==> config.mk <==
export PLATFORM = sky130hd
export DESIGN_NAME = frame_aligner
export DESIGN_NICKNAME = d
export VERILOG_FILES = /design/src/rtl/frame_pkg.sv /design/src/rtl/frame_aligner_fas_detector.sv /design/src/rtl/frame_aligner.sv
export SDC_FILE = /design/constraint.sdc
export NUM_CORES = 1
export LEC_CHECK = 0
export ABC_CLOCK_PERIOD_IN_PS = 3200
export CAP_MARGIN = 20
export CORE_UTILIZATION = 52
export DETAILED_ROUTE_END_ITERATION = 8
export PLACE_DENSITY = 0.81
export SYNTH_ARGS = -nofsm -noshare
export SYNTH_HDL_FRONTEND = slang
export SYNTH_SLANG_ARGS = --single-unit
==> constraint.sdc <==
create_clock -name i_clk -period 3.2 [get_ports i_clk]
set_input_delay 0.32 -clock i_clk [delete_from_list [all_inputs] [get_ports i_clk]]
set_output_delay 0.32 -clock i_clk [all_outputs]
set_load 0.02 [all_outputs]
==> src/rtl/frame_pkg.sv <==
// -----------------------------------------------------------------------------
// frame_pkg
// Shared definitions for the 4-row x 1041-column framing used by the sender
// frame controller and the receive-side frame_aligner.
//   - FAS bytes and the full 6-byte alignment word
//   - default frame geometry (rows, columns, overhead columns)
//   - counter widths used on the aligner position outputs
//   - aligner state encoding
// -----------------------------------------------------------------------------
package frame_pkg;

  // Default frame geometry
  localparam int unsigned NUM_ROWS = 4;
  localparam int unsigned NUM_COLS = 1041;
  localparam int unsigned OH_COLS  = 16;

  // Position counter widths (row 0..3, col 0..1040)
  localparam int unsigned ROW_W = 2;
  localparam int unsigned COL_W = 11;

  // Frame alignment signal: F6 F6 F6 28 28 28 at row 0, cols 0..5
  localparam logic [7:0]  FAS_A   = 8'hF6;
  localparam logic [7:0]  FAS_B   = 8'h28;
  localparam int unsigned FAS_LEN = 6;
  localparam logic [FAS_LEN*8-1:0] FAS_PATTERN =
    {FAS_A, FAS_A, FAS_A, FAS_B, FAS_B, FAS_B};

  // Aligner state encoding
  typedef enum logic [1:0] {
    ST_SEARCH  = 2'd0,
    ST_PRESYNC = 2'd1,
    ST_SYNC    = 2'd2
  } align_state_t;

  // True for columns carrying client payload: after the overhead block and
  // before the single trailing pad column.
  function automatic logic is_payload_col(
    input logic [COL_W-1:0] col,
    input int unsigned      oh_cols,
    input int unsigned      num_cols
  );
    return (32'(col) >= oh_cols) && ((32'(col) + 32'd2) <= num_cols);
  endfunction

endpackage

==> src/rtl/frame_aligner_fas_detector.sv <==
// -----------------------------------------------------------------------------
// fas_detector
// Six-byte shift register over the accepted line bytes plus a comparator
// against the frame alignment word.
// Ports:
//   i_clk         clock
//   i_rst         asynchronous active-low reset
//   i_data        line byte
//   i_data_valid  qualifies i_data; the shift register only advances when high
//   o_fas_match   the byte accepted this cycle completes F6F6F6282828
// -----------------------------------------------------------------------------
module fas_detector
  import frame_pkg::*;
(
  input  logic       i_clk,
  input  logic       i_rst,
  input  logic [7:0] i_data,
  input  logic       i_data_valid,
  output logic       o_fas_match
);

  logic [FAS_LEN*8-1:0] r_shift;
  logic [FAS_LEN*8-1:0] w_shift_nxt;

  // Newest byte enters at the low end.
  assign w_shift_nxt = {r_shift[(FAS_LEN-1)*8-1:0], i_data};

  always_ff @(posedge i_clk or negedge i_rst) begin
    if (!i_rst) begin
      r_shift <= '0;
    end else if (i_data_valid) begin
      r_shift <= w_shift_nxt;
    end
  end

  // Compare the register contents as they will be after this byte is shifted
  // in, so the match is reported on the same cycle as the completing byte and
  // the aligner can tag that very byte as row 0, col 5.
  assign o_fas_match = i_data_valid && (w_shift_nxt == FAS_PATTERN);

endmodule

==> src/rtl/frame_aligner.sv <==
// -----------------------------------------------------------------------------
// frame_aligner
// Receive-side frame alignment and payload demapper. Finds the FAS in the
// serial byte stream, tracks row/column position, and forwards payload bytes
// (cols OH_COLS..NUM_COLS-2) only while frame sync is held.
// Ports:
//   i_clk               clock, rising edge
//   i_rst               asynchronous active-low reset
//   i_frame_data        line byte
//   i_frame_data_valid  qualifies i_frame_data; when low all state holds
//   o_pyld_data         recovered payload byte (holds when not valid)
//   o_pyld_data_valid   payload strobe, one cycle after the accepted byte
//   o_row_cnt           row of the previously accepted byte
//   o_col_cnt           column of the previously accepted byte
//   o_frame_sync        high while in SYNC
//   o_fas_err           one-cycle pulse per FAS miss in PRESYNC/SYNC
// -----------------------------------------------------------------------------
module frame_aligner #(
  parameter int unsigned NUM_ROWS    = frame_pkg::NUM_ROWS,
  parameter int unsigned NUM_COLS    = frame_pkg::NUM_COLS,
  parameter int unsigned OH_COLS     = frame_pkg::OH_COLS,
  parameter int unsigned LOSS_THRESH = 3
) (
  input  logic                        i_clk,
  input  logic                        i_rst,
  input  logic [7:0]                  i_frame_data,
  input  logic                        i_frame_data_valid,
  output logic [7:0]                  o_pyld_data,
  output logic                        o_pyld_data_valid,
  output logic [frame_pkg::ROW_W-1:0] o_row_cnt,
  output logic [frame_pkg::COL_W-1:0] o_col_cnt,
  output logic                        o_frame_sync,
  output logic                        o_fas_err
);

  import frame_pkg::*;

  localparam logic [ROW_W-1:0]  LAST_ROW   = ROW_W'(NUM_ROWS - 1);
  localparam logic [COL_W-1:0]  LAST_COL   = COL_W'(NUM_COLS - 1);
  localparam logic [COL_W-1:0]  FAS_COL    = COL_W'(FAS_LEN - 1);
  localparam int unsigned       MISS_W     = $clog2(LOSS_THRESH + 1);
  localparam logic [MISS_W-1:0] MISS_LIMIT = MISS_W'(LOSS_THRESH);

  // FSM state
  align_state_t r_state;
  align_state_t w_state_nxt;

  // Position the next accepted byte will be given
  logic [ROW_W-1:0]  r_row_exp;
  logic [COL_W-1:0]  r_col_exp;

  // Consecutive FAS misses while in SYNC
  logic [MISS_W-1:0] r_miss;
  logic [MISS_W-1:0] w_miss_nxt;
  logic [MISS_W-1:0] w_miss_inc;

  // Output registers
  logic [7:0]        r_pyld_data;
  logic              r_pyld_vld;
  logic [ROW_W-1:0]  r_row_cnt;
  logic [COL_W-1:0]  r_col_cnt;
  logic              r_frame_sync;
  logic              r_fas_err;

  // Combinational decode of the byte currently offered
  logic              w_fas_match;
  logic              w_at_fas_pos;
  logic [ROW_W-1:0]  w_cur_row;
  logic [COL_W-1:0]  w_cur_col;
  logic [ROW_W-1:0]  w_row_nxt;
  logic [COL_W-1:0]  w_col_nxt;
  logic              w_fas_err;
  logic              w_is_pyld;

  fas_detector u_fas_detector (
    .i_clk        (i_clk),
    .i_rst        (i_rst),
    .i_data       (i_frame_data),
    .i_data_valid (i_frame_data_valid),
    .o_fas_match  (w_fas_match)
  );

  assign w_at_fas_pos = (r_row_exp == '0) && (r_col_exp == FAS_COL);
  assign w_miss_inc   = r_miss + 1'b1;

  // ---------------------------------------------------------------------------
  // FSM: state register
  // ---------------------------------------------------------------------------
  always_ff @(posedge i_clk or negedge i_rst) begin
    if (!i_rst) begin
      r_state <= ST_SEARCH;
    end else if (i_frame_data_valid) begin
      r_state <= w_state_nxt;
    end
  end

  // ---------------------------------------------------------------------------
  // FSM: next state, miss count, FAS error and position of the current byte
  // ---------------------------------------------------------------------------
  always_comb begin
    w_state_nxt = r_state;
    w_miss_nxt  = r_miss;
    w_fas_err   = 1'b0;
    w_cur_row   = r_row_exp;
    w_cur_col   = r_col_exp;

    if (i_frame_data_valid) begin
      case (r_state)
        ST_SEARCH: begin
          // The byte completing the FAS becomes row 0, col 5; the counters
          // are re-seeded from here rather than from their free-running value.
          if (w_fas_match) begin
            w_cur_row   = '0;
            w_cur_col   = FAS_COL;
            w_state_nxt = ST_PRESYNC;
          end
        end

        ST_PRESYNC: begin
          if (w_at_fas_pos) begin
            if (w_fas_match) begin
              w_state_nxt = ST_SYNC;
            end else begin
              w_fas_err   = 1'b1;
              w_state_nxt = ST_SEARCH;
            end
          end
        end

        ST_SYNC: begin
          if (w_at_fas_pos) begin
            if (w_fas_match) begin
              w_miss_nxt = '0;
            end else begin
              w_fas_err = 1'b1;
              if (w_miss_inc == MISS_LIMIT) begin
                w_miss_nxt  = '0;
                w_state_nxt = ST_SEARCH;
              end else begin
                w_miss_nxt = w_miss_inc;
              end
            end
          end
        end

        default: begin
          w_state_nxt = ST_SEARCH;
          w_miss_nxt  = '0;
        end
      endcase
    end
  end

  // ---------------------------------------------------------------------------
  // Position advance and payload qualification
  // ---------------------------------------------------------------------------
  always_comb begin
    w_row_nxt = w_cur_row;
    w_col_nxt = w_cur_col + 1'b1;
    if (w_cur_col == LAST_COL) begin
      w_col_nxt = '0;
      w_row_nxt = (w_cur_row == LAST_ROW) ? '0 : (w_cur_row + 1'b1);
    end
  end

  // Payload is decided on the state before this byte's transition: the col-5
  // byte that confirms or loses sync is overhead either way, so sync changes
  // take effect from the following byte.
  assign w_is_pyld = i_frame_data_valid && (r_state == ST_SYNC) &&
                     is_payload_col(w_cur_col, OH_COLS, NUM_COLS);

  // ---------------------------------------------------------------------------
  // Counters, miss count and output registers
  // ---------------------------------------------------------------------------
  always_ff @(posedge i_clk or negedge i_rst) begin
    if (!i_rst) begin
      r_row_exp    <= '0;
      r_col_exp    <= '0;
      r_miss       <= '0;
      r_pyld_data  <= '0;
      r_pyld_vld   <= 1'b0;
      r_row_cnt    <= '0;
      r_col_cnt    <= '0;
      r_frame_sync <= 1'b0;
      r_fas_err    <= 1'b0;
    end else begin
      r_fas_err  <= w_fas_err;
      r_pyld_vld <= w_is_pyld;
      if (i_frame_data_valid) begin
        r_row_exp    <= w_row_nxt;
        r_col_exp    <= w_col_nxt;
        r_miss       <= w_miss_nxt;
        r_row_cnt    <= w_cur_row;
        r_col_cnt    <= w_cur_col;
        r_frame_sync <= (w_state_nxt == ST_SYNC);
        if (w_is_pyld) begin
          r_pyld_data <= i_frame_data;
        end
      end
    end
  end

  assign o_pyld_data       = r_pyld_data;
  assign o_pyld_data_valid = r_pyld_vld;
  assign o_row_cnt         = r_row_cnt;
  assign o_col_cnt         = r_col_cnt;
  assign o_frame_sync      = r_frame_sync;
  assign o_fas_err         = r_fas_err;

endmodule

Word level (Yosys, flattened, before mapping)
Cells that the tools add are included.
- add/sub/neg operators: 4
- magnitude comparators: 2
- equal/unequal tests: 9
- muxes and demuxes: 25
- bitwise operators: 1
- reduce and logical (&&, ||, !) cells: 11
- operators by type and width (kind ; count):
    $eq 48x48->1 const B ; 1
    $mux 11 ; 4
    $mux 2 ; 15
    $add 11x2->12 const B ; 1
    $le 12x11->1 const B ; 1
    $add 11x1->11 const B ; 1
    $eq 11x11->1 const B ; 1
    $eq 11x3->1 const B ; 1
    $ge 11x5->1 const B ; 1
    $eq 2x2->1 const B ; 4
    $pmux 2 s3 ; 1
    $logic_and 1x1->1 ; 5
    $add 2x1->2 const B ; 2
    $logic_not 2->1 ; 2
    $mux 1 ; 4
    $pmux 2 s2 ; 1
    $reduce_or 2->1 ; 2
    $reduce_and 3->1 ; 1
    $eq 2x1->1 const B ; 1
    $ne 2x2->1 const B ; 1
    $reduce_and 2->1 ; 1
    $not 1->1 ; 1
- register bits: 81

Longest topological paths before layout
Gate-level depths: netlist (run 1).
- depth after elaboration: 10
- gate-level depth with buffers: 15
- depth with buffers taken out: 13

Modules after synthesis
Synthesis (run 1) repeated with hierarchy kept, for this count alone.
- cells, all modules: 340
- area total of the unflattened synthesis: 3896.2 um^2
- modules (own cells, without submodules) (module ; instances ; cells each ; area an instance (um^2)):
    frame_aligner ; 1 ; 238 ; 2280.9
    fas_detector ; 1 ; 102 ; 1615.3

Worst setup path after synthesis (run 1)
No wires, ideal clock.
- path kind: in2reg
- start: input i_frame_data_valid
- end: register r_pyld_data[0], in the netlist o_pyld_data[0]
- arrival time: 3.292 ns
- setup slack: -0.217 ns
- stages on the path: 14
- path through: buf_4 nand4b_1 or4_4 nor4_4 and2_1 buf_2 nor2_1 ha_1 and3_1 and3_1 o21ai_0 a21oi_1 o2111ai_4 mux2_4
- longest elaborated chain between the ends: 9
- ends and longest elaborated chain (element ; RTL line ; source):
    from (decl) ; frame_aligner.sv:27 ; input logic i_frame_data_valid,
    $logic_and 1x1->1 ; frame_aligner_fas_detector.sv:39 ; assign o_fas_match = i_data_valid && (w_shift_nxt == FAS_PATTERN);
    $mux 11 ; frame_aligner.sv:112 ; if (w_fas_match) begin
    $mux 11 ; frame_aligner.sv:108 ; case (r_state)
    $mux 11 * ; frame_aligner.sv:107 ; if (i_frame_data_valid) begin
    via w_cur_col[1] ; frame_aligner.sv:69 ; logic [COL_W-1:0] w_cur_col;
    $add 11x2->12 ; frame_pkg.sv:42 ; return (32'(col) >= oh_cols) && ((32'(col) + 32'd2) <= num_cols);
    $le 12x11->1 ; frame_pkg.sv:42 ;
    $logic_and 1x1->1 * ; frame_pkg.sv:42 ;
    $logic_and 1x1->1 * ; frame_aligner.sv:169 ; assign w_is_pyld = i_frame_data_valid && (r_state == ST_SYNC) &&
    $reduce_and 2->1 (no line) * ; - ;
    to (signal assigned) ; frame_aligner.sv:197 ; r_pyld_data <= i_frame_data;
    to (decl) ; frame_aligner.sv:58 ; logic [7:0] r_pyld_data;
Mark *: on every way through the listed nets, which the timed path passes. The rest lies on a longest branch.
A chain may end at the register's enable or synchronous reset.

Final worst setup path (run 1)
- start: register u_fas_detector.r_shift[32]
- end: register r_pyld_data[6], in the netlist o_pyld_data[6]
- longest elaborated chain between the ends: 10
- ends and longest elaborated chain (element ; RTL line ; source):
    from (decl) ; frame_aligner_fas_detector.sv:22 ; logic [FAS_LEN*8-1:0] r_shift;
    from (signal assigned) ; frame_aligner_fas_detector.sv:32 ; r_shift <= w_shift_nxt;
    $eq 48x48->1 * ; frame_aligner_fas_detector.sv:39 ;
    $logic_and 1x1->1 * ; frame_aligner_fas_detector.sv:39 ;
    $mux 11 * ; frame_aligner.sv:112 ;
    $mux 11 * ; frame_aligner.sv:108 ;
    $mux 11 * ; frame_aligner.sv:107 ;
    via w_cur_col[2] ; frame_aligner.sv:69 ;
    $add 11x2->12 ; frame_pkg.sv:42 ;
    $le 12x11->1 ; frame_pkg.sv:42 ;
    $logic_and 1x1->1 * ; frame_pkg.sv:42 ;
    $logic_and 1x1->1 * ; frame_aligner.sv:169 ;
    $reduce_and 2->1 (no line) * ; - ;
Marks and branches as above.

==> summary.md, run 1 <==
| Metric | Value |
|---|---|
| Outcome | finished with violations |
| Failing checks | negative setup slack |
| Netlist Area Pre-Place | 3970 um^2 |
| Final net count | 436 |
| DRC | 0 |
| Cell mode on critical path | and3_4 |
| Io pins | 35 |
| Fmax | 292 MHz |
| Antenna cell count | 0 |
| RSZ-0062 raised after global routing | true |
| Worst Setup End Kind | flop |
| Post-Syn Instances | 337 |
| Cells along the critical path | nand3b_1, or4_4, nor4_4, buf_4, nand2_8, nand2b_4, ha_4, and3_4, and3_4, o21ai_2, a21oi_2, o2111ai_4, buf_6, mux2_4 |
| CP startpoint kind | flop |
| Max clock buf depth | 2 |
| Worst-Margin Slew | 0.806 ns |
| Pre-CTS setup slack | -0.680 ns |
| Utilization after layout | 70.0% |
| Vias per inst | 5.69 |
| Clock transition at the registers of the reported paths | 0.08 ns |
| GRT Residual Overflow | 0 |
| Worst Path Max Fanout | 5 |
| Max-cap viol count | 0 |
| ANT nets after route | 0 |
| Syn_nets | 356 |
| Synth Warn # | 0 |
| Synth Flop Type | dfrtp_1 |
| Required @ worst endpoint | 3.44 ns |
| Tcrit/Tclk final | 107% |
| Placed cell count | 493 |
| Rows | 31 |
| Fraction of registers with async set/reset | 100% |
| Initial antenna violation count | 0 |
| Hold Path Class | input pin to flop |
| Die Height | 89.4 um |
| Largest net degree at the start of global routing | 82 |
| Max Transition Viols Final | 0 |
| Total GRT Usage | 26.5% |
| Power density over cell area | 651 nW/um^2 |
| Clock Skews | 0.00637 ns |
| Final hold viol count | 0 |
| Clock Latency Late Sink | 0.35 ns |
| Non-Filler Instances | 520 |
| Worst path max stage delay | 0.56 ns |
| Total power | 3.34 mW |
| Drt initial violations | 199 |
| CTS Buf Count | 9 |
| Core Region | 7330 um^2 |
| Vias in the first global route | 3080 |
| Final Critical Period | 3.42 ns |
| Slowest cell on crit path | or4_4 |
| Starting Density | 54.2% |
| H-tree Lvls | 3 |
| Via count | 2959 |
| Die footprint | 7990 um^2 |
| Setup ws final | -0.222 ns |
| Max VDD drop | 0.000359 V |
| Kind of critical path | flop to flop |
| Root buf cell | clkbuf_8 |
| Leak pwr | 2.27 nW |
| Setup violators final | 17 |
| TritonCTS clock tree | built |
| Per-instance average area after synthesis | 11.8 um^2 |
| Gp weighted congestion | 0.876 |
| CP arrival | 3.67 ns |
| Clk sinks | 81 |
| Drt pass-1 iters | 4 |
| Detailed placement HPWL | 6140 um |
| Yosys reg bits | 81 |
| Distinct cells, synth | 54 |
| Drt wl/cell | 18.8 um |
| Post-synthesis sequential area ratio | 51.0% |
| EDFF count, synth | 0 |
| First-pass GRT wire length | 15400 um |
| Die X-Extent | 89.4 um |
| Setup TNS | -2.27 ns |
| WL final | 9800 um |
| Area growth from synthesis to layout | 29.1% |
| Port buffer count | 34 |
| Slew margin rel. | 46.3% |
| Layout cells sized above 1 | 37.3% |
==> cells in the mapped netlist, types with 7 or more instances <==
cell type,instances,area share (%)
dfrtp_1,81,51
mux2_2,43,12
nand2_1,35,3.3
o21ai_0,17,2.1
clkbuf_1,11,1.0
inv_1,11,1.0
a21oi_1,10,1.3
nand3_1,10,1.3
ha_1,8,2.5
mux2_4,8,3.0
nor2_1,8,0.76
and3_1,7,1.1
==> final cells by class <==
cell class / count / area [um^2]
Multi-Input combinational cell: 224 / 1920
Tap cell: 99 / 124
Timing Repair Buffer: 89 / 776
Clock buffer: 9 / 124
Sequential cell: 81 / 2030
Clock inverter: 6 / 116
Fill cell: 499 / 2200
Inverter: 12 / 45.0
==> cells by family after synthesis <==
kind of cell             Yosys count  share of synthesized area, %
adder cells (fa/ha/maj)            8                          2.52
AO/OA/AOI/OAI                     61                          11.2
AND/OR/NAND/NOR                   99                          15.1
buffers and inverters             32                          3.81
multiplexers                      53                          15.7
flip-flops                        81                          51.0
XOR/XNOR                           3                         0.662
==> placed cells by master, fill, tap and decap left out, drive strengths merged, types with 2 or more instances in the layout <==
cell type	instances
nand3	10
nor2	8
o41ai	4
xnor2	2
nor4b	5
o2bb2ai	2
nor3	3
or3	2
o31ai	4
a31oi	4
a22o	2
o32ai	2
a21oi	10
nor4bb	2
and4	2
nand2b	5
and2	2
dfrtp	81
inv	12
and3	7
o21ai	19
clkinv	3
clkdlybuf4s50	28
nand4	4
buf	56
nand4b	5
dlygate4sd2	4
bufinv	3
o21a	2
o22ai	3
nor4	2
mux2	51
nand2	36
clkbuf	9
nor2b	2
mux2i	2
ha	8
o211ai	2
==> final timing paths <==
path                                                        start                         end  slack, ns  cells after the start
max                        u_fas_detector.r_shift[32]$_DFFE_PN0P_  o_pyld_data[6]$_DFFE_PN0P_      -0.22                     14
min                                               i_frame_data[2]  o_pyld_data[2]$_DFFE_PN0P_       0.37                      2
max reg2reg                u_fas_detector.r_shift[32]$_DFFE_PN0P_  o_pyld_data[6]$_DFFE_PN0P_      -0.22                     14
min reg2reg                              o_col_cnt[6]$_DFFE_PN0P_    o_col_cnt[6]$_DFFE_PN0P_       0.49                      1
max in group asynchronous                                   i_rst    o_col_cnt[2]$_DFFE_PN0P_       2.11                      3
min in group asynchronous                                   i_rst    o_col_cnt[9]$_DFFE_PN0P_       0.48                      2
==> metrics by stage <==
step	hold WS [ns]	cell area, um^2
6_report	0.369	5130
5_1_grt	0.372	5130
4_1_cts	0.165	5030
3_5_place_dp	0.473	4660
3_3_place_gp	0.465	4660
2_1_floorplan	0.0244	4000
==> state kept, by name, summed over array words and instances, names as in the netlist, 2 cells and up <==
register / cells
r_state: 2
o_row_cnt: 2
r_col_exp: 11
r_row_exp: 2
u_fas_detector.r_shift: 40
o_pyld_data: 8
o_col_cnt: 11
r_miss: 2
==> where the power goes <==
part | switching (mW) | internal (mW)
clock | 0.382 | 0.519
sequential | 0.211 | 1.22
combinational | 0.466 | 0.537
total | 1.06 | 2.28
==> routing by layer <==
| layer | vias up | part of all wire [%] | global-route usage (%) |
|---|---|---|---|
| li1 | 1383 | - | - |
| met1 | 1483 | 42 | 31.0 |
| met2 | 68 | 52 | 47.6 |
| met3 | 25 | 3.3 | 6.19 |
| met4 | 0 | 2.8 | 9.38 |
| met5 | - | 0 | 0 |
==> critical path: cells and delay by family, from the launching register on <==
family | cells | cell delay [ns]
and+or+nand+nor | 7 | 1.64
muxes | 1 | 0.30
adders and majority gates | 1 | 0.16
DFF | 1 | 0.39
buffers and inverters | 2 | 0.41
AOI/OAI and AO/OA | 3 | 0.41
==> timing repair <==
| action | 4_1_cts | 5_1_grt |
|---|---|---|
| pin swaps | 2 | 15 |
| hold buffers | 0 | 1 |
| gates cloned | 1 | 0 |
| buffers inserted | 6 | 5 |
| endpoints found under the hold margin | 0 | 38 |
| resized for setup | 10 | 26 |
| setup endpoints to repair | 17 | 23 |
Note: power is estimated with default switching activity, not from simulation.
==> run 2, diff against run 1 <==
--- a/config.mk
+++ b/config.mk
@@ -10,6 +10,8 @@
 export CORE_UTILIZATION = 52
 export DETAILED_ROUTE_END_ITERATION = 8
 export PLACE_DENSITY = 0.81
+export SKIP_CTS_REPAIR_TIMING = 1
+export SLEW_MARGIN = 30
 export SYNTH_ARGS = -nofsm -noshare
 export SYNTH_HDL_FRONTEND = slang
 export SYNTH_SLANG_ARGS = --single-unit
==> summary.md, run 2 (same netlist as run 1, synthesis figures left out) <==
| Metric | Value |
|---|---|
| Max VDD drop | 0.000349 V |
| Max clock buf depth | 2 |
| Max reg flops | 40 |
| ANT nets after route | 0 |
| Clock transition at the registers of the reported paths | 0.10 ns |
| Met2 Use GR | 45.7% |
| Top reg by flops | u_fas_detector.r_shift |
| Tcrit/Tclk final | 103% |
| Vias in the first global route | 3029 |
| Clock Latency Late Sink | 0.36 ns |
| FF-to-FF setup slack | -0.08 ns |
| Commonest non-fill, non-tap cells in the layout | 81 x dfrtp_1, 46 x buf_4, 43 x mux2_2 |
| Initial antenna violation count | 0 |
| Die footprint | 7990 um^2 |
| GRT Residual Overflow | 0 |
| Slew margin rel. | 46.3% |
| First-pass GRT wire length | 15100 um |
| Via count | 2917 |
| Met1 Track Usage GR | 30.9% |
| CTS Buf Count | 9 |
| RSZ-0062 raised after global routing | true |
| Layout cells sized above 1 | 36.3% |
| Port buffer count | 34 |
| Vias per inst | 5.66 |
| Core Region | 7330 um^2 |
| Die Height | 89.4 um |
| Final Critical Period | 3.28 ns |
| WL final | 9350 um |
| Drt pass-1 iters | 4 |
| GR Layer Usage met3 | 6.46% |
| Drt wl/cell | 18.2 um |
| TritonCTS clock tree | built |
| Setup TNS | -0.546 ns |
| Rows | 31 |
| H-tree Lvls | 3 |
| Power density over cell area | 645 nW/um^2 |
| Kind of critical path | input pin to flop |
| Max Transition Viols Final | 0 |
| Drt initial violations | 142 |
| Worst R2R Start | u_fas_detector.r_shift[7]$_DFFE_PN0P_ |
| Leak pwr | 2.28 nW |
| R2R depth | 14 |
| Gp weighted congestion | 0.876 |
| Antenna cell count | 0 |
| Fmax | 305 MHz |
| Area growth from synthesis to layout | 28.3% |
| Most common cell after layout, fill and taps aside | dfrtp_1 |
| Final hold viol count | 0 |
| Clk sinks | 81 |
| Hold Path Class | input pin to flop |
| Worst Hold Path EP | o_pyld_data[2]$_DFFE_PN0P_ |
| Starting Density | 54.2% |
| Pre-CTS setup slack | -0.673 ns |
| Worst r2r dst | o_pyld_data[4]$_DFFE_PN0P_ |
| Worst Path Max Fanout | 5 |
| Cell area after layout | 5100 um^2 |
| Worst hold start | i_frame_data[2] |
| Most Used Layer, Global Route | met2 |
| Worst hold path stage count | 2 |
| Placed cell count | 494 |
| Root buf cell | clkbuf_8 |
| DRC | 0 |
| Outcome | finished with violations |
| CP startpoint kind | input pin |
| Worst-Margin Slew | 0.805 ns |
| Total GRT Usage | 25.8% |
| Clock Skews | 0.0113 ns |
| Max-cap viol count | 0 |
| DP Area | 4680 um^2 |
| Worst Setup End Kind | flop |
| Fill cells | 512 |
| Setup violators final | 9 |
| Non-Filler Instances | 515 |
| Largest net degree at the start of global routing | 69 |
| CP arrival | 3.52 ns |
| Die X-Extent | 89.4 um |
| Setup ws final | -0.0812 ns |
| Detailed placement HPWL | 6300 um |
| Io pins | 35 |
| Required @ worst endpoint | 3.44 ns |
| Final net count | 430 |
| Failing checks | negative setup slack |
==> run 2: cell type report <==
class | instances | area (um^2) | area share [%]
Sequential cell | 81 | 2030 | 39.8
Multi-Input combinational cell | 224 | 1940 | 38.0
Inverter | 12 | 45.0 | 0.884
Timing Repair Buffer | 83 | 733 | 14.4
Clock inverter | 7 | 109 | 2.14
Tap cell | 99 | 124 | 2.43
Clock buffer | 9 | 124 | 2.43
==> run 2: report_power, final <==
part / leakage [nW] / internal (mW) / switching [mW]
sequential: 1.02 / 1.22 / 0.203
combinational: 1.13 / 0.525 / 0.461
clock: 0.118 / 0.457 / 0.420
==> run 2: layer usage <==
layer | wire (um) | vias up
met4 | 176 | 0
met1 | 3910 | 1462
met3 | 291 | 18
met5 | 0 | -
li1 | - | 1381
met2 | 4970 | 56
==> run 2: worst max path at each step <==
stage                                      startpoint                         end  slack, ns  cells after the start
5_1_grt        u_fas_detector.r_shift[32]$_DFFE_PN0P_  o_pyld_data[4]$_DFFE_PN0P_      -0.21                     14
2_1_floorplan                         i_frame_data[0]  o_pyld_data[0]$_DFFE_PN0P_       0.02                     13
6_report                              i_frame_data[4]  o_pyld_data[4]$_DFFE_PN0P_      -0.08                     15
3_5_place_dp                          i_frame_data[3]  o_pyld_data[5]$_DFFE_PN0P_      -0.67                     14
4_1_cts                               i_frame_data[3]  o_pyld_data[4]$_DFFE_PN0P_      -0.28                     14
3_3_place_gp                          i_frame_data[3]  o_pyld_data[3]$_DFFE_PN0P_      -0.56                     14
==> run 2: worst max-delay path, stage by stage <==
cell and delay, ns:
clkdlybuf4s50_1 0.43, nor4bb_1 0.35, nand4_1 0.24, nor4_4 0.36, buf_4 0.20, nand2_8 0.07, nand2b_4 0.10, ha_4 0.15
a21oi_1 0.07, a31oi_1 0.21, o211ai_1 0.11, a31oi_1 0.24, o2111ai_4 0.16, buf_6 0.20, mux2_4 0.30
==> run 2: stage by stage <==
step / util (%) / hold slack, ns / power [mW]
finish: 69.5 / 0.259 / 3.29
global route: 69.5 / 0.248 / 3.44
CTS: 67.1 / -0.0775 / 3.21
detailed placement: 63.9 / 0.312 / 2.33
global placement: 63.6 / 0.465 / 2.29
floorplan: - / 0.0244 / 1.94
==> run 3, diff against run 2 <==
--- a/config.mk
+++ b/config.mk
@@ -10,7 +10,6 @@
 export CORE_UTILIZATION = 52
 export DETAILED_ROUTE_END_ITERATION = 8
 export PLACE_DENSITY = 0.81
-export SKIP_CTS_REPAIR_TIMING = 1
 export SLEW_MARGIN = 30
 export SYNTH_ARGS = -nofsm -noshare
 export SYNTH_HDL_FRONTEND = slang
==> summary.md, run 3 (same netlist as run 1, synthesis figures left out) <==
| Metric | Value |
|---|---|
| Outcome | finished with violations |
| Failing checks | negative setup slack |
| Root buf cell | clkbuf_8 |
| Commonest non-fill, non-tap cells in the layout | 81 x dfrtp_1, 46 x buf_4, 43 x mux2_2 |
| Worst Path Max Fanout | 9 |
| Initial antenna violation count | 0 |
| RSZ-0062 raised after global routing | true |
| Vias per inst | 5.68 |
| Cells along the critical path | nor4b_2, nand4_1, nor4_4, and2_1, nor2_1, buf_4, ha_1, nor2_1, nor3_2, o32ai_1, a21oi_2, o2111ai_4, buf_12, mux2_4 |
| Antenna cell count | 0 |
| Gp weighted congestion | 0.876 |
| Top reg by flops | u_fas_detector.r_shift |
| FF-to-FF setup slack | -0.08 ns |
| Fill cells | 527 |
| DRC | 0 |
| Pre-CTS setup slack | -0.673 ns |
| Placed cell count | 494 |
| WL final | 9170 um |
| Max Transition Viols Final | 0 |
| Setup ws final | -0.0752 ns |
| Reg area | 2030 um^2 |
| GRT Residual Overflow | 0 |
| Largest net degree at the start of global routing | 69 |
| Clk sinks | 81 |
| DP Area | 4680 um^2 |
| Final net count | 429 |
| Max clock buf depth | 2 |
| Rows | 31 |
| Power density over cell area | 648 nW/um^2 |
| Worst Setup End Kind | flop |
| Layout cells sized above 1 | 34.0% |
| Die Height | 89.4 um |
| Io pins | 35 |
| Slowest cell on crit path | dfrtp_1 |
| Total power | 3.26 mW |
| Total GRT Usage | 26.0% |
| Drt pass-1 iters | 4 |
| WP buf/inv | 2 |
| H-tree Lvls | 3 |
| Die footprint | 7990 um^2 |
| Die X-Extent | 89.4 um |
| Vias in the first global route | 3057 |
| Final Critical Period | 3.28 ns |
| Max reg flops | 40 |
| Most common cell after layout, fill and taps aside | dfrtp_1 |
| Clock Skews | 0.00939 ns |
| Kind of critical path | flop to flop |
| Multi-input gate area | 1890 um^2 |
| Utilization after layout | 68.7% |
| Setup violators final | 8 |
| Max VDD drop | 0.000337 V |
| CP arrival | 3.52 ns |
| Drt initial violations | 156 |
| Required @ worst endpoint | 3.45 ns |
| Worst-Margin Slew | 0.805 ns |
| CP startpoint kind | flop |
| Clock transition at the registers of the reported paths | 0.09 ns |
| Final hold viol count | 0 |
| Setup TNS | -0.504 ns |
| Tcrit/Tclk final | 102% |
| Cell mode on critical path | nor2_1 |
| Core Region | 7330 um^2 |
| Non-Filler Instances | 514 |
| TritonCTS clock tree | built |
| Worst path max stage delay | 0.42 ns |
| ANT nets after route | 0 |
| Hold Path Class | input pin to flop |
| Area growth from synthesis to layout | 26.8% |
| Min Hold Slack | 0.363 ns |
| First-pass GRT wire length | 15300 um |
| Starting Density | 54.2% |
| Leak pwr | 2.24 nW |
| Drt wl/cell | 17.8 um |
| Slew margin rel. | 46.3% |
| Cell family with most CP delay | simple AND/OR/NAND/NOR gates |
| Max-cap viol count | 0 |
| Cell area after layout | 5040 um^2 |
| Fmax | 305 MHz |
| Via count | 2919 |
| Clock Latency Late Sink | 0.36 ns |
| Port buffer count | 34 |
| Detailed placement HPWL | 6300 um |
| CTS Buf Count | 9 |
## run 3: changes by cell type in the layout (fill, tap and decap cells not counted), sizes merged
cell | before | now
dlygate4sd2 | 0 | 4
dlymetal6s2s | 4 | 0
buf | 50 | 49
## run 3: repair_timing
action	in CTS	in global routing
pin swaps	6	0
buffers inserted	1	2
hold buffers	1	0
resized for setup	12	7
endpoints found under the setup margin	17	15
hold endpoints to repair	36	0
## run 3: worst paths after layout
check | start | to | cells past startpoint
setup / recovery | u_fas_detector.r_shift[4]$_DFFE_PN0P_ | o_pyld_data[4]$_DFFE_PN0P_ | 14
hold / removal | i_frame_data[2] | o_pyld_data[2]$_DFFE_PN0P_ | 2
setup reg to reg | u_fas_detector.r_shift[4]$_DFFE_PN0P_ | o_pyld_data[4]$_DFFE_PN0P_ | 14
hold reg to reg | o_col_cnt[7]$_DFFE_PN0P_ | o_col_cnt[7]$_DFFE_PN0P_ | 2
max in group asynchronous | i_rst | u_fas_detector.r_shift[13]$_DFFE_PN0P_ | 3
min in group asynchronous | i_rst | o_col_cnt[9]$_DFFE_PN0P_ | 2
## run 3: where the power goes
part	internal, mW	switching [mW]
Combinational	0.514	0.450
Sequential	1.22	0.199
Clock	0.457	0.417
## run 3: final cells by class
class,instances,area share [%]
Clock buffer,9,2.46
Inverter,12,0.894
Timing Repair Buffer,82,14.2
Sequential cell,81,40.2
Clock inverter,7,2.16
Multi-Input combinational cell,224,37.6
Tap cell,99,2.46
## run 3: routing by layer
| layer | vias to the layer above | wire (um) | GRT usage, % |
|---|---|---|---|
| li1 | 1377 | - | - |
| met1 | 1471 | 3870 | 31.1 |
| met2 | 55 | 4860 | 46.1 |
| met3 | 16 | 278 | 6.46 |
| met4 | 0 | 162 | 8.66 |
| met5 | - | 0 | 0 |
==> edit 1, RTL diff (config.mk and constraints of run 3) <==
Make the reset (`i_rst`) synchronous in 3 clocked blocks. Comments in the files are not updated.
--- a/src/rtl/frame_aligner_fas_detector.sv
+++ b/src/rtl/frame_aligner_fas_detector.sv
@@ -27,3 +27,3 @@
 
-  always_ff @(posedge i_clk or negedge i_rst) begin
+  always_ff @(posedge i_clk) begin
     if (!i_rst) begin
--- a/src/rtl/frame_aligner.sv
+++ b/src/rtl/frame_aligner.sv
@@ -88,3 +88,3 @@
   // ---------------------------------------------------------------------------
-  always_ff @(posedge i_clk or negedge i_rst) begin
+  always_ff @(posedge i_clk) begin
     if (!i_rst) begin
@@ -174,3 +174,3 @@
   // ---------------------------------------------------------------------------
-  always_ff @(posedge i_clk or negedge i_rst) begin
+  always_ff @(posedge i_clk) begin
     if (!i_rst) begin
Function: differs if i_rst is asserted again (counterexample within 4 cycles, from zero or initial values and one cycle with i_rst low); with i_rst held inactive, the same outputs for 10 cycles.
==> edit 1 against run 3 <==
Worst setup slack gained 130 ps; final cell count grew 12%; area after synthesis shrank 5.5%; sequential cell count is the same; final area shrank 8.9%; highest routed layer unchanged; worst hold slack gained 100 ps; wire length shrank 4.2%; core utilization shrank 1.9 points; first-iteration DRC count grew 62%.
Power is not compared: it rests on default switching activity, and its combinational part moved more than twofold at a synthesized area within 25%.
==> edit 1: results (changes against run 3) <==
.. list-table::
   :header-rows: 1

   * - Metric
     - Value
   * - Hold Path Class
     - reg2reg
   * - Comb_multi_in
     - 311 (+39%)
   * - Worst setup slack after layout
     - 59.41 ps (+134.6 ps)
   * - Footprint of the multi-input gates
     - 2032 sq um (+7.3%)
   * - Area occupied by registers
     - 1622 sq um (-20%)
   * - Tightest Pin Transition
     - 555.7 ps (-249.7 ps)
   * - Number of buffers inserted to repair setup after CTS
     - 0 (-1)
   * - Asr flop ratio synth
     - 0% (-100 points)
   * - Amount of wire on met2 after detailed routing
     - 4222 um (-13%)
   * - Fraction of area in clock buffers and inverters
     - 4.607% (-0.013 points)
   * - Worst-case setup slack after placement
     - -523.9 ps (+149.4 ps)
   * - Fraction of final layout cells sized beyond drive strength 1
     - 15.66% (-18 points)
   * - Hold_sp
     - o_row_cnt[1]
   * - Overall Global Routing Usage
     - 24.11% (-1.9 points)
   * - Net count, final
     - 493 (+15%)
   * - Result of the run
     - completed
   * - Metal1 wirelength
     - 3854 um (-0.44%)
   * - Wire length of the first global-routing pass
     - 14,040 um (-8.2%)
   * - End of the worst hold path
     - o_row_cnt[1]
   * - Detailed placer's ending HPWL
     - 5963 um (-5.3%)
   * - Area grow syn2layout
     - 22.31%
   * - R2R Path Start
     - u_fas_detector.r_shift[2]
   * - Met1 routing resource usage after global routing
     - 30.31% (-0.80 points)
   * - Worst-path cell with the longest stage delay
     - sky130_fd_sc_hd__clkdlybuf4s50_1
   * - Tapcell count
     - 96 (-3.0%)
   * - Met2 Usage GRT
     - 39.01% (-7.1 points)
edit 1: cell count changes after synthesis, moves of 20 or more:
cell / delta
sky130_fd_sc_hd__dfrtp_1: -81
sky130_fd_sc_hd__dfxtp_1: +81
sky130_fd_sc_hd__mux2_2: -43
sky130_fd_sc_hd__mux2i_1: +38
sky130_fd_sc_hd__nand3_1: +20
sky130_fd_sc_hd__nor2_1: +50
edit 1: what timing repair did:
item,CTS,global route
gates resized for setup,2,12
pin swaps,0,9
endpoints found under the setup margin,9,12
gates cloned,0,1
endpoints found under the hold margin,0,0
edit 1: cells by family (layout without fill, tap and decap cells):
logic type | count (synthesis) | after routing | synth area share, %
compound gates | 69 | 69 | 11.94
xor+xnor | 3 | 3 | 0.7004
fa+ha+maj | 8 | 8 | 2.668
buf+inv | 40 | 87 | 4.668
flops | 81 | 81 | 43.21
mux | 40 | 40 | 10.67
simple gates | 190 | 191 | 26.14
==> edit 2, RTL diff (config.mk and constraints of run 3) <==
Made on the original files. Change the parameter `LOSS_THRESH` from 3 to 2.
--- a/src/rtl/frame_aligner.sv
+++ b/src/rtl/frame_aligner.sv
@@ -21,3 +21,3 @@
   parameter int unsigned OH_COLS     = frame_pkg::OH_COLS,
-  parameter int unsigned LOSS_THRESH = 3
+  parameter int unsigned LOSS_THRESH = 2
 ) (
Check against the original RTL: same outputs for any inputs over 10 cycles, from zero or initial values and one cycle with i_rst low; that may be too few to reach the edited logic, so the function may still have changed.
==> edit 2 against run 3 <==
Sequential cell count is the same; wire length shrank 8.7%; total power down 11%; final cell count shrank 2.5%; final area down 4.7%; core utilization down 2.5 points; combinational power is 20% lower; area after synthesis is 1.3% lower; sequential share of layout area grew 2.0 points; via count down 1.6%; worst setup slack improved by 110 ps; worst hold slack better by 88 ps; highest routed layer unchanged.
==> edit 2: results (changes against run 3) <==
.. list-table::
   :header-rows: 1

   * - Metric
     - Value
   * - Asr flop ratio synth
     - 100.0% (unchanged)
   * - Switching share of power
     - 33.29% (+0.59 points)
   * - RePlAce Congestion
     - 0.8700 (-0.73%)
   * - Amount of wire on met2 after detailed routing
     - 4178 um (-14%)
   * - Metal1 wirelength
     - 3670 um (-5.2%)
   * - Cell area after placement
     - 4513 sq um (-3.7%)
   * - Wire length of the first global-routing pass
     - 13,520 um (-12%)
   * - Dominant cells by area after synthesis
     - sky130_fd_sc_hd__dfrtp_1 52%, sky130_fd_sc_hd__mux2_2 12%, sky130_fd_sc_hd__mux2_4 3.1%
   * - Post-synth cell types
     - 52 (-3.7%)
   * - Tightest Pin Transition
     - 794.3 ps (-11.09 ps)
   * - Worst-case setup slack after placement
     - -326.6 ps (+346.8 ps)
   * - Vias per cell
     - 5.731 (+0.91%)
   * - Combinational fraction of design power
     - 26.7% (-2.9 points)
   * - Maximum fanout along the worst path
     - 4 (-5)
   * - Detailed placer's ending HPWL
     - 5570 um (-12%)
   * - Cell types with the highest counts after synthesis
     - 81 x sky130_fd_sc_hd__dfrtp_1, 42 x sky130_fd_sc_hd__mux2_2, 28 x sky130_fd_sc_hd__nand2_1
   * - Overall Global Routing Usage
     - 22.99% (-3.1 points)
   * - Total met3 wirelength after detailed routing
     - 361 um (+30%)
   * - Result of the run
     - completed
   * - Fraction of final layout cells sized beyond drive strength 1
     - 27.61% (-6.4 points)
   * - Worst vdd ir
     - 447.2 uV (+33%)
   * - Max Clock Skew
     - 13.04 ps (+3.649 ps)
   * - Worst endpoint data arrival time
     - 3410 ps (-110 ps)
   * - Hold Path Class
     - in2async
   * - Seq/Total Area, Yosys
     - 51.71% (+0.68 points)
   * - DRT Wirelength
     - 8370 um (-8.7%)
   * - Power after layout
     - 2.894 mW (-11%)
   * - Iteration-0 DRC Markers
     - 176 (+13%)
## edit 2: logic make-up (layout without fill, tap and decap cells)
kind of cell | Yosys count | count (layout) | share of synthesized area [%]
fa+ha+maj | 8 | 8 | 2.554
compound gates | 57 | 57 | 9.480
simple gates | 105 | 105 | 15.90
buf+inv | 37 | 95 | 3.830
xor+xnor | 4 | 4 | 0.8939
flops | 81 | 81 | 51.71
mux | 52 | 52 | 15.64
## edit 2: layout make-up
cell class	count	area, sq um
multi-input cells	226	1798
repair buffers	64	610.6
inverters	15	56.30
fillers	575	2452
well taps	99	123.9
clock inverters	6	47.55
flip-flops and latches	81	2027
clock buffers	10	137.6
## edit 2: what timing repair did
action,CTS,global route
endpoints found under the setup margin,8,8
gates resized for setup,1,12
pin swaps,1,11
endpoints found under the hold margin,38,0
gates cloned,0,1
buffers inserted,0,1
hold buffers,1,0
## edit 2: per-stage QoR
stage / utilization (%) / std cells / hold WS, ps
floorplan: - / 344 / 24.41
global placement: 61.95 / 481 / 463.6
global route: 66.19 / 501 / 517.4
detailed placement: 62.22 / 482 / 319.3
CTS: 65.00 / 499 / 470.7
finish: 66.19 / 501 / 451.0
## edit 2: layer usage
layer / vias up / track usage (%)
li1: 1354 / -
met1: 1415 / 29.04
met2: 87 / 39.79
met3: 15 / 3.731
met4: 0 / 8.651
met5: - / 0
## edit 2: worst paths after layout
| kind | slack, ps | from | cells past startpoint | endpoint |
|---|---|---|---|---|
| worst max-delay path | 30 | i_frame_data[6] | 14 | o_pyld_data[7] |
| worst min-delay path | 450 | i_rst | 2 | o_col_cnt[7] |
| worst max register to register | 50 | u_fas_detector.r_shift[1] | 13 | o_pyld_data[7] |
| worst min register to register | 490 | o_row_cnt[0] | 2 | o_row_cnt[0] |
| max in group asynchronous | 2150 | i_rst | 3 | o_col_cnt[8] |
| min in group i_clk | 490 | o_row_cnt[0] | 2 | o_row_cnt[0] |
## edit 2: worst max-delay path, stage by stage
cell	delay, ps
sky130_fd_sc_hd__clkdlybuf4s50_1	430
sky130_fd_sc_hd__nor4_1	400
sky130_fd_sc_hd__nand3_1	180
sky130_fd_sc_hd__nor4_4	330
sky130_fd_sc_hd__or2_4	200
sky130_fd_sc_hd__ha_4	140
sky130_fd_sc_hd__buf_6	100
sky130_fd_sc_hd__xor2_1	160
sky130_fd_sc_hd__nor3_1	70
sky130_fd_sc_hd__nor3_1	240
sky130_fd_sc_hd__nor3_2	80
sky130_fd_sc_hd__o2111a_2	310
sky130_fd_sc_hd__clkbuf_16	170
sky130_fd_sc_hd__mux2_4	280
